<file path="src/rtl/grad_mag_pkg.sv">
// rtl/grad_mag_pkg.sv - shared types, widths and direction threshold for grad_mag_pipe
package grad_mag_pkg;

   localparam int unsigned ModeWidth = 2;
   localparam int unsigned DirWidth  = 2;

   typedef enum logic [ModeWidth-1:0] {
      MAG_L1      = 2'd0,
      MAG_LINF    = 2'd1,
      MAG_MAXHALF = 2'd2,
      MAG_MAX38   = 2'd3
   } mode_e;

   typedef enum logic [DirWidth-1:0] {
      DIR_0   = 2'd0,
      DIR_45  = 2'd1,
      DIR_90  = 2'd2,
      DIR_135 = 2'd3
   } dir_e;

   // v * 0.4375, close to v * tan(22.5 deg)
   function automatic logic [31:0] thr(input logic [31:0] v);
      return (v >> 2) + (v >> 3) + (v >> 4);
   endfunction

endpackage

</file>
<file path="src/rtl/grad_mag_stage.sv">
// rtl/grad_mag_stage.sv - one valid/ready elastic pipeline register with optional data reset
module grad_mag_stage #(
   parameter int unsigned DataWidth = 8,
   parameter bit          ResetData = 1'b1
) (
   input  logic                 clk_i,
   input  logic                 rst_ni,
   input  logic                 valid_i,
   output logic                 ready_o,
   input  logic [DataWidth-1:0] data_i,
   output logic                 valid_o,
   input  logic                 ready_i,
   output logic [DataWidth-1:0] data_o
);

   assign ready_o = !valid_o || ready_i;

   always_ff @(posedge clk_i or negedge rst_ni) begin
      if (!rst_ni) begin
         valid_o <= 1'b0;
      end else if (ready_o) begin
         valid_o <= valid_i;
      end
   end

   // data only moves on a real beat, so idle-cycle input values never reach data_o
   if (ResetData) begin : g_rst_data
      always_ff @(posedge clk_i or negedge rst_ni) begin
         if (!rst_ni) begin
            data_o <= '0;
         end else if (ready_o && valid_i) begin
            data_o <= data_i;
         end
      end
   end else begin : g_keep_data
      always_ff @(posedge clk_i) begin
         if (ready_o && valid_i) begin
            data_o <= data_i;
         end
      end
   end

endmodule

</file>
<file path="src/rtl/grad_mag_pipe.sv">
// rtl/grad_mag_pipe.sv - 3-stage elastic gradient magnitude (abs, sort, norm)
// GRAD_MAG_DIR_EN adds the quantised direction output dir_o
module grad_mag_pipe
   import grad_mag_pkg::*;
#(
   parameter int unsigned Width     = 14,
   parameter bit          ResetData = 1'b1
) (
   input  logic                 clk_i,
   input  logic                 rst_ni,
   input  logic                 valid_i,
   output logic                 ready_o,
   input  logic [Width-1:0]     gx_i,
   input  logic [Width-1:0]     gy_i,
   input  logic [ModeWidth-1:0] mode_i,
   output logic                 valid_o,
   input  logic                 ready_i,
   output logic [Width:0]       mag_o
`ifdef GRAD_MAG_DIR_EN
   ,
   output logic [DirWidth-1:0]  dir_o
`endif
);

   // the negation of the most negative value wraps to 2^(Width-1), which is exact as unsigned
   logic [Width-1:0] ax_d, ay_d;
   assign ax_d = gx_i[Width-1] ? -gx_i : gx_i;
   assign ay_d = gy_i[Width-1] ? -gy_i : gy_i;

`ifdef GRAD_MAG_DIR_EN
   localparam int unsigned S1W = 2*Width + ModeWidth + 2;
   localparam int unsigned S2W = 2*Width + ModeWidth + DirWidth;
   localparam int unsigned S3W = Width + 1 + DirWidth;
`else
   localparam int unsigned S1W = 2*Width + ModeWidth;
   localparam int unsigned S2W = 2*Width + ModeWidth;
   localparam int unsigned S3W = Width + 1;
`endif

   logic [S1W-1:0] s1_d, s1_q;
   logic [S2W-1:0] s2_d, s2_q;
   logic [S3W-1:0] s3_d, s3_q;
   logic           s1_valid, s1_ready, s2_valid, s2_ready;

   logic [Width-1:0]     s1_ax, s1_ay, s2_mx, s2_mn, mx_d, mn_d;
   logic [ModeWidth-1:0] s1_mode, s2_mode;
   logic [Width:0]       mx_e, mn_e, mag_d;

   assign mx_d = (s1_ax >= s1_ay) ? s1_ax : s1_ay;
   assign mn_d = (s1_ax >= s1_ay) ? s1_ay : s1_ax;
   assign mx_e = {1'b0, s2_mx};
   assign mn_e = {1'b0, s2_mn};

   always_comb begin
      mag_d = mx_e;
      case (mode_e'(s2_mode))
         MAG_L1:      mag_d = mx_e + mn_e;
         MAG_LINF:    mag_d = mx_e;
         MAG_MAXHALF: mag_d = mx_e + (mn_e >> 1);
         MAG_MAX38:   mag_d = mx_e + (mn_e >> 2) + (mn_e >> 3);
         default:     mag_d = mx_e;
      endcase
   end

`ifdef GRAD_MAG_DIR_EN
   logic                s1_sx, s1_sy;
   logic [DirWidth-1:0] s2_dir;
   dir_e                dir_d;

   // decided one stage early, from the unsorted magnitudes, then carried beside the norm
   always_comb begin
      dir_d = DIR_0;
      if (32'(s1_ay) <= thr(32'(s1_ax))) begin
         dir_d = DIR_0;
      end else if (32'(s1_ax) <= thr(32'(s1_ay))) begin
         dir_d = DIR_90;
      end else if (s1_sx == s1_sy) begin
         dir_d = DIR_45;
      end else begin
         dir_d = DIR_135;
      end
   end

   assign s1_d = {gx_i[Width-1], gy_i[Width-1], mode_i, ax_d, ay_d};
   assign {s1_sx, s1_sy, s1_mode, s1_ax, s1_ay} = s1_q;
   assign s2_d = {dir_d, s1_mode, mx_d, mn_d};
   assign {s2_dir, s2_mode, s2_mx, s2_mn} = s2_q;
   assign s3_d = {s2_dir, mag_d};
   assign {dir_o, mag_o} = s3_q;
`else
   assign s1_d = {mode_i, ax_d, ay_d};
   assign {s1_mode, s1_ax, s1_ay} = s1_q;
   assign s2_d = {s1_mode, mx_d, mn_d};
   assign {s2_mode, s2_mx, s2_mn} = s2_q;
   assign s3_d = mag_d;
   assign mag_o = s3_q;
`endif

   grad_mag_stage #(.DataWidth(S1W), .ResetData(ResetData)) u_s1 (
      .clk_i(clk_i), .rst_ni(rst_ni),
      .valid_i(valid_i), .ready_o(ready_o), .data_i(s1_d),
      .valid_o(s1_valid), .ready_i(s1_ready), .data_o(s1_q)
   );

   grad_mag_stage #(.DataWidth(S2W), .ResetData(ResetData)) u_s2 (
      .clk_i(clk_i), .rst_ni(rst_ni),
      .valid_i(s1_valid), .ready_o(s1_ready), .data_i(s2_d),
      .valid_o(s2_valid), .ready_i(s2_ready), .data_o(s2_q)
   );

   grad_mag_stage #(.DataWidth(S3W), .ResetData(ResetData)) u_s3 (
      .clk_i(clk_i), .rst_ni(rst_ni),
      .valid_i(s2_valid), .ready_o(s2_ready), .data_i(s3_d),
      .valid_o(valid_o), .ready_i(ready_i), .data_o(s3_q)
   );

endmodule

</file>
<file path="config.mk">
export PLATFORM = sky130hd
export DESIGN_NAME = grad_mag_pipe
export DESIGN_NICKNAME = d
export VERILOG_FILES = /design/src/rtl/grad_mag_pkg.sv /design/src/rtl/grad_mag_stage.sv /design/src/rtl/grad_mag_pipe.sv
export SDC_FILE = /design/constraint.sdc
export NUM_CORES = 1
export LEC_CHECK = 0
export BUFFER_PORTS_ARGS = -buffer_cell sky130_fd_sc_hd__buf_2
export CAP_MARGIN = 10
export CORE_ASPECT_RATIO = 1.25
export CORE_MARGIN = 4
export CORE_UTILIZATION = 35
export DETAILED_ROUTE_END_ITERATION = 10
export HOLD_SLACK_MARGIN = 0.05
export PLACE_DENSITY = 0.55
export SLEW_MARGIN = 0
export SYNTH_ARGS = -nofsm -noshare
export SYNTH_HDL_FRONTEND = slang
export SYNTH_HIERARCHICAL = 1
export SYNTH_SLANG_ARGS = --single-unit
</file>
<file path="constraint.sdc">
create_clock -name clk_i -period 8.8 [get_ports clk_i]
set_input_delay 0.88 -clock clk_i [delete_from_list [all_inputs] [get_ports clk_i]]
set_output_delay 0.88 -clock clk_i [all_outputs]
set_load 0.02 [all_outputs]
</file>
==> results of run 1 <==
[layout make-up]
type	count	area [um2]	share of cell area, %
repair buffers	51	260	3.71
clock buffers	9	225	3.21
multi-input cells	425	4090	58.3
flip-flops and latches	78	1950	27.8
clock inverters	7	95.1	1.36
well taps	224	280	3.99
inverters	31	116	1.66
[metal layers]
metal  part of all wire (%)  up-vias
met5                      0        -
met1                     46     2007
met2                     48       88
met4                    1.7        0
met3                    4.1       17
li1                       -     2077
[synthesized netlist by cell type (3+ instances only)]
cell	instances	area share (%)
sky130_fd_sc_hd__clkbuf_1	9	0.53
sky130_fd_sc_hd__a211oi_1	4	0.47
sky130_fd_sc_hd__inv_1	31	1.8
sky130_fd_sc_hd__a31oi_1	3	0.30
sky130_fd_sc_hd__o21bai_1	4	0.47
sky130_fd_sc_hd__o31ai_1	10	1.2
sky130_fd_sc_hd__dfrtp_1	78	31
sky130_fd_sc_hd__nor3_1	6	0.47
sky130_fd_sc_hd__nand2b_4	3	0.65
sky130_fd_sc_hd__or2b_1	3	0.35
sky130_fd_sc_hd__and2_1	3	0.30
sky130_fd_sc_hd__ha_1	43	8.5
sky130_fd_sc_hd__nand2b_1	7	0.69
sky130_fd_sc_hd__nand4_1	4	0.39
sky130_fd_sc_hd__mux2_4	90	21
sky130_fd_sc_hd__nand2_1	31	1.8
sky130_fd_sc_hd__buf_12	7	2.2
sky130_fd_sc_hd__a21o_1	14	1.7
sky130_fd_sc_hd__xor2_1	9	1.2
sky130_fd_sc_hd__o21a_1	4	0.47
sky130_fd_sc_hd__o211ai_1	3	0.35
sky130_fd_sc_hd__mux2_2	25	4.4
sky130_fd_sc_hd__xnor2_1	31	4.3
sky130_fd_sc_hd__a21oi_1	27	2.1
sky130_fd_sc_hd__nor2b_1	3	0.30
sky130_fd_sc_hd__fa_1	13	4.1
sky130_fd_sc_hd__nand3_1	7	0.55
sky130_fd_sc_hd__nand2_4	3	0.53
sky130_fd_sc_hd__mux2i_1	11	1.7
sky130_fd_sc_hd__o21ai_0	27	2.1
sky130_fd_sc_hd__nor2_1	17	1.0
[logic make-up after synthesis]
family                     share of synthesized area (%)
DFF                                                 30.7
muxes                                               27.4
AOI/OAI and AO/OA                                   11.0
and+or+nand+nor                                     7.83
buffers and inverters                               5.04
adders and majority gates                           12.6
xor gates and xnor gates                            5.51
[state kept, by name, indices dropped and copies added, names as in the netlist]
register      count
u_s1/valid_o      1
u_s3/valid_o      1
u_s2/data_o      30
u_s1/data_o      30
u_s2/valid_o      1
u_s3/data_o      15
[metrics by stage]
step / std cells / area, um2 / hold slack [ns]
after floorplan: 552 / 6360 / 0.476
after global placement: 809 / 6700 / 0.495
after detailed placement: 809 / 6700 / 0.496
after CTS: 825 / 7020 / 0.511
after global routing: 825 / 7020 / 0.522
final: 825 / 7020 / 0.504
[power by group]
part / internal (uW) / switching [uW] / leakage [uW]
sequential: 485 / 161 / 0.000920
combinational: 1060 / 1020 / 0.00231
clock: 249 / 154 / 0.000156
[worst register-to-register path, cell delays in order (launching register included)]
cell	delay, ns
sky130_fd_sc_hd__dfrtp_1	0.76
sky130_fd_sc_hd__inv_1	0.38
sky130_fd_sc_hd__nand2_1	0.52
sky130_fd_sc_hd__mux2_2	0.43
sky130_fd_sc_hd__ha_1	0.30
sky130_fd_sc_hd__a211oi_1	0.39
sky130_fd_sc_hd__o21ai_0	0.16
sky130_fd_sc_hd__a31oi_1	0.45
sky130_fd_sc_hd__nand3_1	0.15
sky130_fd_sc_hd__o211ai_1	0.14
sky130_fd_sc_hd__xnor2_1	0.10
sky130_fd_sc_hd__mux2_2	0.25
sky130_fd_sc_hd__mux2_2	0.25
[path summary, 6_finish.rpt]
kind / start / endpoint / slack [ns] / cells after the start
min reg2reg: u_s3/data_o[6] / u_s3/data_o[6] / 0.50 / 1
max in group asynchronous: rst_ni / u_s3/data_o[8] / 7.50 / 1
min: u_s3/data_o[6] / u_s3/data_o[6] / 0.50 / 1
min in group asynchronous: rst_ni / u_s1/valid_o / 0.67 / 1
max: u_s2/data_o[28] / u_s3/data_o[11] / 4.40 / 12
max reg2reg: u_s2/data_o[28] / u_s3/data_o[11] / 4.40 / 12
==> results.txt, run 1 <==
After detailed routing, the average wire length per cell comes to 14.8 um. The slowest stage of the critical path belongs to the cell sky130_fd_sc_hd__dfrtp_1. The instance count of the mapped netlist came out at ~550.

The synthesized design contains 78 register bits. The met1 usage in global routing is 15.9%. The post-CTS setup repair buffer count came out at 0. Counting every sink on the clock net gives 78.

The critical path required time came out at 9.03 ns. The maximum clock rate is 227 MHz. The tightest slew margin relative to the limit is 26.8%. The worst setup path is captured at a flip-flop.

The first global-routing pass estimated 20,900 um of wire. The kind of start point of the critical path is a flip-flop. The count of nets left with antenna violations once routing finished came out at 0. The tree is rooted in a sky130_fd_sc_hd__clkbuf_16. The initial antenna violation count is 0. The post-layout worst setup margin came out at 4.40 ns. The most utilized layer in the global route result is met2.

The yosys synthesis warning count came out at 6. For the pin with the worst max-slew slack, the measured transition is 1.10 ns. The clock tree synthesis step divided the H-tree into 3 levels. The number of standard-cell rows in the floorplan came out at 54.

The most prevalent standard cell on the critical path is sky130_fd_sc_hd__mux2_2. The post-DP HPWL came out at 9650 um. Walking the worst path, the cells encountered are inv_1 -> nand2_1 -> mux2_2 -> ha_1 -> a211oi_1 -> o21ai_0 -> a31oi_1 -> nand3_1 -> o211ai_1 -> xnor2_1 -> mux2_2 -> mux2_2. For this block, the initial DRC count from the detailed router was 141.

The final weighted congestion in routability-driven placement is ~0.83. The number of gates given a new drive strength after cts is 0. The smallest clock period supported by the final layout is computed as 4.40 ns. In this run the horizontal extent of the chip is 129 um. The total power per unit cell area is between 400 and 500 nW/um2. The distinct cell type count after synthesis is between 40 and 50.

Timing analysis after detailed placement gives a worst setup slack of about 4.4 ns. The number of top-level design ports came out at 51. The largest fanout on the critical path came out at 20. Summing every instance area after synthesis gives 6360 um2. The first-pass iteration count of the detailed router is 4. The TritonCTS clock tree is built. The leakage power total is 0.00339 uW. The floorplan core area came out at 17,600 um2. For this run, global-route usage on met2 was measured as between 20% and 30%. The number of hold buffers added after cts is 0. The number of buffer and inverter stages on the critical path came out at 1. The number of fill cells came out at 1,687. In the global route stage, overall resource usage came out at 12.4%. After detailed routing, the number of remaining DRC violations is 0. Leaving out fill and tap cells, the most frequent cell in the layout is sky130_fd_sc_hd__mux2_4. The most used flip-flop cell after synthesis is sky130_fd_sc_hd__dfrtp_1.

The fraction of met3 tracks used by global routing is 2.45%. The period utilization is 50.0%. The number of port buffers came out at 50. The clock-pin transition on the worst setup and hold timing paths is 0.07 ns.

The count of final max-slew check failures is 0. Clock latency on the worst-skew pair, taken at its later pin, is between 0.3 and 0.4 ns. The worst clock skew came out at 0.00848 ns.

The share of synthesized registers carrying an async set or reset is 100%. The post-synthesis net count is between 600 and 700. In this run the deepest clock path goes through 2 buffers.

The initial core utilization is 36.1%. The worst setup path is of the flip-flop to flip-flop kind. The maximum resistive drop on vdd came out at 0.165 mV. In this run the vertical extent of the chip is between 150 and 200 um. Of the cells placed in the final design, the portion with a size suffix greater than 1 is 31.4%. The detailed router placed 4,189 vias in this run. The total detailed-routing wirelength came out at 12,200 um.

The final core utilization is between 30% and 40%. The number of inserted diodes is 0. The TritonCTS buffer count came out at 9. Setup repair after global routing left no endpoint under its margin. For this run the aggregate overflow at the end of global routing stands at 0. The via count of the first global-routing pass is 4,366. At the end of the flow, the number of nets in the layout was 686. The post-synthesis to final-layout area growth came out at 10.3%. Setup violations remaining at the end of the flow were counted as 0. The largest stage delay on the critical path came out at 0.76 ns.

Across the run, the number of max-cap violations was 0. The total power came out at 3130 uW. The min-delay analysis places its worst path in the category flip-flop to flip-flop. In the routed layout, each cell is associated on average with a via count of 5.08.

Of the synthesized area, sequential elements account for 30.7%. The worst path arrival time came out at 4.63 ns. The cell family contributing the most delay on the critical path is compound AO/OA/AOI/OAI gates. The run finished with clean final reports. Averaged over all synthesized cells, the footprint is 11.5 um2. The area of the die came out at 20,400 um2. In the layout the commonest cells are sky130_fd_sc_hd__mux2_4, sky130_fd_sc_hd__dfrtp_1, sky130_fd_sc_hd__buf_2. The synthesized design contains 0 enable-type register cells.

The total count of hold-check failures in the final report is 0. Entering global routing, the biggest net connects 79 pins. Adding up every negative setup slack in the final design gives 0 ns.
Note: power is estimated with default switching activity, not from simulation.
==> run 2: changes to the inputs <==
==> constraint.sdc (replaced) <==
create_clock -name clk_i -period 4.5 [get_ports clk_i]
set_input_delay 0.45 -clock clk_i [delete_from_list [all_inputs] [get_ports clk_i]]
set_output_delay 0.45 -clock clk_i [all_outputs]
set_load 0.02 [all_outputs]
==> run 2 against run 1 <==
  * Via count fell by 1.3%
  * Worst setup slack lost 3.5 ns
  * Final area increased by 0.36%
  * Worst hold slack worse by 0.24 ns
  * Sequential share of layout area shrank 0.099 points
  * Count of clock-buffer cells in the layout is the same
  * Final cell count grew 0.36%
  * Clock power increased by 95%
  * First-iteration DRC count unchanged
  * Largest cell class unchanged
==> results.txt, run 2 (synthesized netlist as in run 1, its figures left out) <==
The number of H-tree levels came out at 3 (unchanged). The largest net degree at the start of global routing came out at 79 (unchanged). The overall routing resource usage came out at 12.4% (+0.056 points). The amount of wire on met3 after detailed routing is 428 um (-15%). The TritonCTS buffer count is 9 (unchanged). The maximum clock rate was 281 MHz (+23%).

The total power per unit cell area came to 867 nW/um2 (+95%). The proportion of power drawn by flip-flops and latches came out at 20.5% (-0.2 points). The number of remaining DRC errors came out at 0 (unchanged). The total power is 6100 uW (+95%). TritonCTS built the clock tree. The post-route setup TNS was 0 ns (unchanged). In the layout the commonest cells are sky130_fd_sc_hd__mux2_4, sky130_fd_sc_hd__dfrtp_1, sky130_fd_sc_hd__buf_2. The number of maximum-capacitance constraint violations is 0 (unchanged). The area of the die is 20,400 um2 (unchanged).

The routed metal-1 wire length was 5780 um (+1.8%). The post-detailed-route wirelength per cell came out at 14.8 um (about the same). The TritonCTS sink count is 78 (unchanged).

The residual antenna-violating net count after detailed routing was 0 (unchanged). The internal power came out at 3510 uW (+96%). The worst setup path is captured at a flip-flop. The worst setup path is launched from a flip-flop.

The flow ran to the end, and the final reports show no timing, DRC or antenna violations. The number of buffer and inverter stages on the critical path came to 1 (unchanged). The total met2 wirelength after detailed routing is 5880 um (+0.86%). The die width is 129 um (unchanged). The number of fill cells came to 1,692 (+0.30%).

The worst-case clock buffer depth is 2 (unchanged). The largest individual stage delay along the critical path comes from the cell sky130_fd_sc_hd__nand2_1. The initial core utilization is 36.1% (unchanged). The min-delay analysis places its worst path in the category primary input to asynchronous set/reset pin. The number of vias per cell after detailed routing came out at 4.99 (-1.7%). The largest registers in the layout are u_s1/data_o: 30 flops, u_s2/data_o: 30 flops, u_s3/data_o: 15 flops. The area growth from synthesis to layout is 10.7%.

The total count of hold-check failures in the final report is 0 (unchanged). The transition time at the pin with the least slew margin was 0.985 ns (-0.112 ns). The first-pass iteration count of the detailed router is 4 (unchanged). The largest stage delay on the critical path is 0.46 ns (-0.30 ns). The cell type group with the largest total delay on the critical path is compound AO/OA/AOI/OAI gates. The number of inserted diodes is 0 (unchanged). The leakage power total came out at 0.00340 uW (+0.30%). The period utilization came out at 79.2% (+29 points).

Traced cell by cell, the critical path runs through inv_1 -> nand2_1 -> mux2_2 -> ha_1 -> a211oi_1 -> o21ai_0 -> a31oi_1 -> nand3_1 -> o211ai_1 -> xnor2_1 -> mux2_2 -> mux2_2. The initial antenna violation count is 0 (unchanged). The number of gates given a new drive strength after cts is 0 (unchanged). The overflow left after global routing is 0 (unchanged). The root buffer cell is sky130_fd_sc_hd__clkbuf_16. The post-CTS setup repair buffer count came out at 0 (unchanged). The clock-pin transition on the worst setup and hold timing paths is 0.06 ns (about the same).

The worst clock skew is 0.00503 ns (-0.00346 ns). The combinational cell fraction of total power came out at 66.6% (+0.2 points). The tightest slew margin relative to the limit came out at 34.3% (+7.5 points). The number of nets at the end of the flow came out at 689 (+0.44%).

The total of endpoints with negative setup slack in the final report came to 0 (unchanged). The fraction of power spent switching nets came out at 42.5% (-0.16 points). The relative contribution of the clock network to total power is 12.9% (about the same). The number of hold buffers added after cts was 0 (unchanged). The library cell used most frequently in the layout, excluding fill and tap cells, is sky130_fd_sc_hd__mux2_4. The number of top-level design ports came out at 51 (unchanged). The setup slack on the worst flop-to-flop path came out at 0.94 ns (-3.46 ns).

The most prevalent standard cell on the critical path is sky130_fd_sc_hd__mux2_2. The final weighted congestion in routability-driven placement was 0.808 (-2.9%). The number of standard-cell rows in the floorplan came out at 54 (unchanged). The post-DP HPWL is 9670 um (+0.17%). The maximum resistive drop on vdd came out at 0.326 mV (+98%). The number of violations reported at the end of detailed-routing iteration 0 is 141 (unchanged). The largest fanout on the critical path came out at 16 (-20%). The count of final max-slew check failures came out at 0 (unchanged). The routed via count is 4,134 (-1.3%). The total detailed-routing wirelength is 12,300 um (+0.43%).

The highest metal layer carrying signal wires in the routed design is met4. Setup repair after global routing left no endpoint under its margin. The wire length of the first global-routing pass came to 21,200 um (+1.4%). The critical path required time came out at 4.72 ns (-4.31 ns). The number of port buffers came out at 50 (unchanged). The floorplan core area is 17,600 um2 (unchanged).

The via count of the first global-routing pass came out at 4,330 (-0.82%). The worst path arrival time came out at 3.78 ns (-0.85 ns). The net switching power came to 2600 uW (+95%). The number of cells traversed by the worst register-to-register path was 12 (unchanged).

The clock latency at the later pin of the worst-skew pair came out at 0.34 ns (about the same). The critical setup path kind is flip-flop to flip-flop. The minimum clock period came to 3.56 ns (-0.835 ns).

The vertical extent of the die came to 159 um (unchanged). In this run the critical register-to-register path is launched from u_s2/data_o[28]. The layout cell share with drive strength beyond 1 came out at 31.8% (+0.34 points). The critical register-to-register path endpoint is u_s3/data_o[11].
-- run 2: cell count changes in the layout (fill, tap and decap cells not counted) --
cell / delta
sky130_fd_sc_hd__inv_6: -1
sky130_fd_sc_hd__clkinv_2: -1
sky130_fd_sc_hd__clkinvlp_4: +1
sky130_fd_sc_hd__buf_4: +3
sky130_fd_sc_hd__clkinv_4: +1
-- run 2: area by class of cell --
type                       count  area, um2  share of cell area [%]
inverter                      31        116                    1.65
clock buffer                   9        225                    3.20
sequential                    78       1950                    27.7
clock inverter                 7       97.6                    1.39
timing repair buffer          54        283                    4.02
tap                          224        280                    3.98
multi-input combinational    425       4090                    58.0
-- run 2: worst max-delay path by stage --
stage	start	end	slack (ns)	depth (start not counted)
after floorplan	u_s2/data_o[28]	u_s3/data_o[11]	0.91	14
after global placement	u_s2/data_o[28]	u_s3/data_o[11]	1.04	12
after detailed placement	u_s2/data_o[28]	u_s3/data_o[11]	0.95	12
after CTS	u_s2/data_o[28]	u_s3/data_o[11]	0.91	12
after global routing	u_s2/data_o[28]	u_s3/data_o[11]	0.66	12
final	u_s2/data_o[28]	u_s3/data_o[11]	0.94	12
-- run 2: metal layers --
metal	GRT usage (%)	vias to the layer above
met5	0	-
met4	3.96	0
met3	2.15	14
met2	20.3	71
met1	16.8	1964
li1	-	2085
-- run 2: through the flow --
stage | std cells | util (%) | setup WS, ns | instance area, um2 | hold slack (ns)
final | 828 | 39.9 | 0.935 | 7040 | 0.260
after global placement | 812 | 38.1 | 1.04 | 6720 | 0.488
after global routing | 828 | 39.9 | 0.656 | 7040 | 0.345
after floorplan | 552 | - | 0.912 | 6360 | 0.154
after CTS | 828 | 39.9 | 0.910 | 7040 | 0.317
after detailed placement | 812 | 38.1 | 0.946 | 6720 | 0.496
-- run 2: power by group through the flow --
| stage | logic, uW | registers [uW] | clock network (uW) |
|---|---|---|---|
| 2_1_floorplan | 3300 | 1250 | 0 |
| 3_3_place_gp | 3980 | 1260 | 0 |
| 3_5_place_dp | 4060 | 1270 | 0 |
| 4_1_cts | 4090 | 1260 | 815 |
| 5_1_grt | 4560 | 1300 | 839 |
| 6_report | 4060 | 1250 | 788 |
==> run 3: changes to the inputs <==
--- a/config.mk
+++ b/config.mk
@@ -12,7 +12,7 @@
 export CORE_UTILIZATION = 35
 export DETAILED_ROUTE_END_ITERATION = 10
 export HOLD_SLACK_MARGIN = 0.05
-export PLACE_DENSITY = 0.55
+export PLACE_DENSITY = 0.57
 export SLEW_MARGIN = 0
 export SYNTH_ARGS = -nofsm -noshare
 export SYNTH_HDL_FRONTEND = slang
==> constraint.sdc (replaced) <==
create_clock -name clk_i -period 2.9 [get_ports clk_i]
set_input_delay 0.29 -clock clk_i [delete_from_list [all_inputs] [get_ports clk_i]]
set_output_delay 0.29 -clock clk_i [all_outputs]
set_load 0.02 [all_outputs]
==> run 3 against run 2 <==
  * The flow now finishes with violations (setup timing)
  * First-iteration DRC count increased by 5.0%
  * Sequential share of layout area decreased by 1.5 points
  * Register-to-register slack got worse by 0.96 ns
  * Clock skew increased by 0.0036 ns
  * Sequential cell count unchanged
  * Critical path type unchanged
  * Highest routed layer unchanged
==> results.txt, run 3 (synthesized netlist as in run 1, its figures left out) <==
The worst setup path is launched from a flip-flop. The transition time at the pin with the least slew margin came out at 0.970 ns (-0.0147 ns). The library cells used most frequently in the layout, excluding fill and tap cells, are sky130_fd_sc_hd__mux2_4, sky130_fd_sc_hd__dfrtp_1, sky130_fd_sc_hd__buf_2. The clock-pin transition on the worst setup and hold timing paths was 0.06 ns (about the same). The number of violations reported at the end of detailed-routing iteration 0 came out at 148 (+5.0%). The clock latency at the later pin of the worst-skew pair is 0.34 ns (about the same). The tightest min-delay check is of the primary input to asynchronous set/reset pin type. The flow ran to the end, but the final reports show violations. The TritonCTS sink count is 78 (unchanged). The routed via count is 4,272 (+3.3%).

The number of hold buffers added after cts is 0 (unchanged). The number of vias per cell after detailed routing came to 4.97 (-0.51%). The number of fill cells was 1,656 (-2.1%).

The largest fanout on the critical path came out at 2 (-14). The worst-case clock buffer depth came out at 2 (unchanged). The setup slack on the worst flop-to-flop path came to -0.03 ns (-0.96 ns). The residual antenna-violating net count after detailed routing is 0 (unchanged).

The overall routing resource usage is 13.0% (+0.55 points). The final instance area is 7450 um2 (+5.8%). The total of endpoints with negative setup slack in the final report is 1 (+1).

The worst path arrival time came out at 3.15 ns (-0.63 ns). The number of standard-cell rows in the floorplan came out at 54 (unchanged). Setup repair after global routing could not meet its margin everywhere.

Compared with the post-synthesis result, the final layout area differs by 17.2%. The via count of the first global-routing pass was 4,563 (+5.4%). The die width came out at 129 um (unchanged). The final weighted congestion in routability-driven placement is 0.812 (+0.58%). The largest net degree at the start of global routing came out at 79 (unchanged).

The post-layout worst setup margin came out at -0.0278 ns (-0.963 ns). The final reports fail on setup timing. The maximum clock rate is 342 MHz (+22%). The initial antenna violation count came to 0 (unchanged). The minimum clock period is 2.93 ns (-0.637 ns). TritonCTS built the clock tree. The number of maximum-capacitance constraint violations is 0 (unchanged).

The total count of hold-check failures in the final report came out at 0 (unchanged). The total detailed-routing wirelength came out at 12,900 um (+5.3%). The worst setup path is captured at a flip-flop. The area of the die came out at 20,400 um2 (unchanged). The floorplan core area was 17,600 um2 (unchanged). The number of cells traversed by the worst register-to-register path came out at 14 (+2).

The vertical extent of the die came out at 159 um (unchanged). The number of inserted diodes came out at 0 (unchanged). The largest registers in the layout are u_s1/data_o: 30 flops, u_s2/data_o: 30 flops, u_s3/data_o: 15 flops. The initial core utilization is 36.1% (unchanged). The TritonCTS buffer count came out at 9 (unchanged). The number of H-tree levels came out at 3 (unchanged).

The post-place instance area came out at 7000 um2 (+4.2%). The worst flop-to-flop path startpoint is u_s2/data_o[3]. The post-DP HPWL is 10,000 um (+3.9%). The pre-CTS setup slack is -0.0920 ns (-1.04 ns). The cell count after placement is 842 (+3.7%). The layout cell share with drive strength beyond 1 came to 39.2% (+7.4 points). The critical register-to-register path endpoint is u_s3/data_o[11]. The most common library cell in the layout ignoring fill and taps is sky130_fd_sc_hd__mux2_4.

The overflow left after global routing came to 0 (unchanged). The post-detailed-route wirelength per cell is 15.0 um (+1.4%). The tightest slew margin relative to the limit came out at 35.3% (+0.98 points). The root buffer cell chosen for the clock tree is sky130_fd_sc_hd__clkbuf_16. The number of nets at the end of the flow came out at 721 (+4.6%).

The number of top-level design ports is 51 (unchanged). The first-pass iteration count of the detailed router is 4 (unchanged). The wire length of the first global-routing pass came out at 22,000 um (+3.9%).

The count of final max-slew check failures came out at 0 (unchanged). The number of remaining DRC errors is 0 (unchanged). The worst setup path is of the flip-flop to flip-flop kind. The number of port buffers came out at 50 (unchanged). The period utilization was 101% (+22 points). The worst clock skew came out at 0.00860 ns (+0.00358 ns). The filler-free cell count of the finished design came to 860 (+3.9%). The critical path required time came to 3.12 ns (-1.60 ns).
## run 3: cell types whose count changed in the layout (fill, tap and decap cells not counted), moves of 3 or more
cell	delta
sky130_fd_sc_hd__buf_4	+29
sky130_fd_sc_hd__inv_1	-6
sky130_fd_sc_hd__inv_2	+6
sky130_fd_sc_hd__a21oi_1	-4
sky130_fd_sc_hd__o21ai_0	-4
sky130_fd_sc_hd__a21oi_2	+3
sky130_fd_sc_hd__ha_1	-3
sky130_fd_sc_hd__mux2_2	-3
sky130_fd_sc_hd__mux2_4	+3
sky130_fd_sc_hd__o21ai_1	+3
## run 3: worst max-delay path: stages, from the launching register on
cell	delay, ns
sky130_fd_sc_hd__dfrtp_1	0.40
sky130_fd_sc_hd__inv_2	0.07
sky130_fd_sc_hd__fa_1	0.40
sky130_fd_sc_hd__inv_1	0.07
sky130_fd_sc_hd__ha_2	0.18
sky130_fd_sc_hd__inv_2	0.04
sky130_fd_sc_hd__fa_2	0.36
sky130_fd_sc_hd__nor2b_4	0.15
sky130_fd_sc_hd__o31ai_4	0.09
sky130_fd_sc_hd__a21oi_2	0.20
sky130_fd_sc_hd__o22ai_2	0.09
sky130_fd_sc_hd__xor2_1	0.16
sky130_fd_sc_hd__a21oi_1	0.09
sky130_fd_sc_hd__mux2_4	0.27
sky130_fd_sc_hd__mux2_2	0.25
## run 3: area by class of cell
cell class | instances | area (um2) | share of cell area (%)
clock buffer | 10 | 239 | 3.21
sequential | 78 | 1950 | 26.2
clock inverter | 6 | 92.6 | 1.24
timing repair buffer | 86 | 557 | 7.47
multi-input combinational | 425 | 4210 | 56.5
tap | 224 | 280 | 3.76
inverter | 31 | 116 | 1.56
## run 3: what timing repair did
action                     CTS  global route
setup endpoints to repair    6            13
pin swaps                    6            16
gates cloned                 0             1
buffers inserted             1             1
gates resized for setup     10            18
## run 3: worst max path at each step
| stage | end | slack [ns] | from |
|---|---|---|---|
| after global placement | u_s3/data_o[12] | -0.02 | u_s2/data_o[28] |
| after floorplan | u_s3/data_o[11] | -0.02 | u_s2/data_o[28] |
| after CTS | u_s3/data_o[11] | -0.05 | u_s2/data_o[15] |
| final | u_s3/data_o[11] | -0.03 | u_s2/data_o[3] |
| after detailed placement | u_s3/data_o[11] | -0.09 | u_s2/data_o[4] |
| after global routing | u_s3/data_o[11] | -0.14 | u_s2/data_o[4] |
## run 3: routing by layer
| metal | global-route usage [%] | vias to the layer above | routed length [um] |
|---|---|---|---|
| met5 | 0 | - | 0 |
| met4 | 5.40 | 0 | 264 |
| met3 | 1.95 | 15 | 485 |
| met2 | 21.0 | 74 | 6280 |
| met1 | 17.3 | 2028 | 5900 |
| li1 | - | 2155 | - |
## run 3: per-stage QoR
step | hold WS [ns] | TNS [ns] | util (%)
6_report | 0.121 | -0.0278 | 42.3
3_3_place_gp | 0.491 | -0.0438 | 39.7
4_1_cts | 0.147 | -0.0544 | 41.8
3_5_place_dp | 0.493 | -0.204 | 39.7
2_1_floorplan | -0.00559 | -0.0185 | -
5_1_grt | 0.173 | -0.382 | 42.3
Power of run 3 is left out: the tool's default activity adds up to more than one toggle a clock period on the data nets, which glitch-free logic cannot reach.
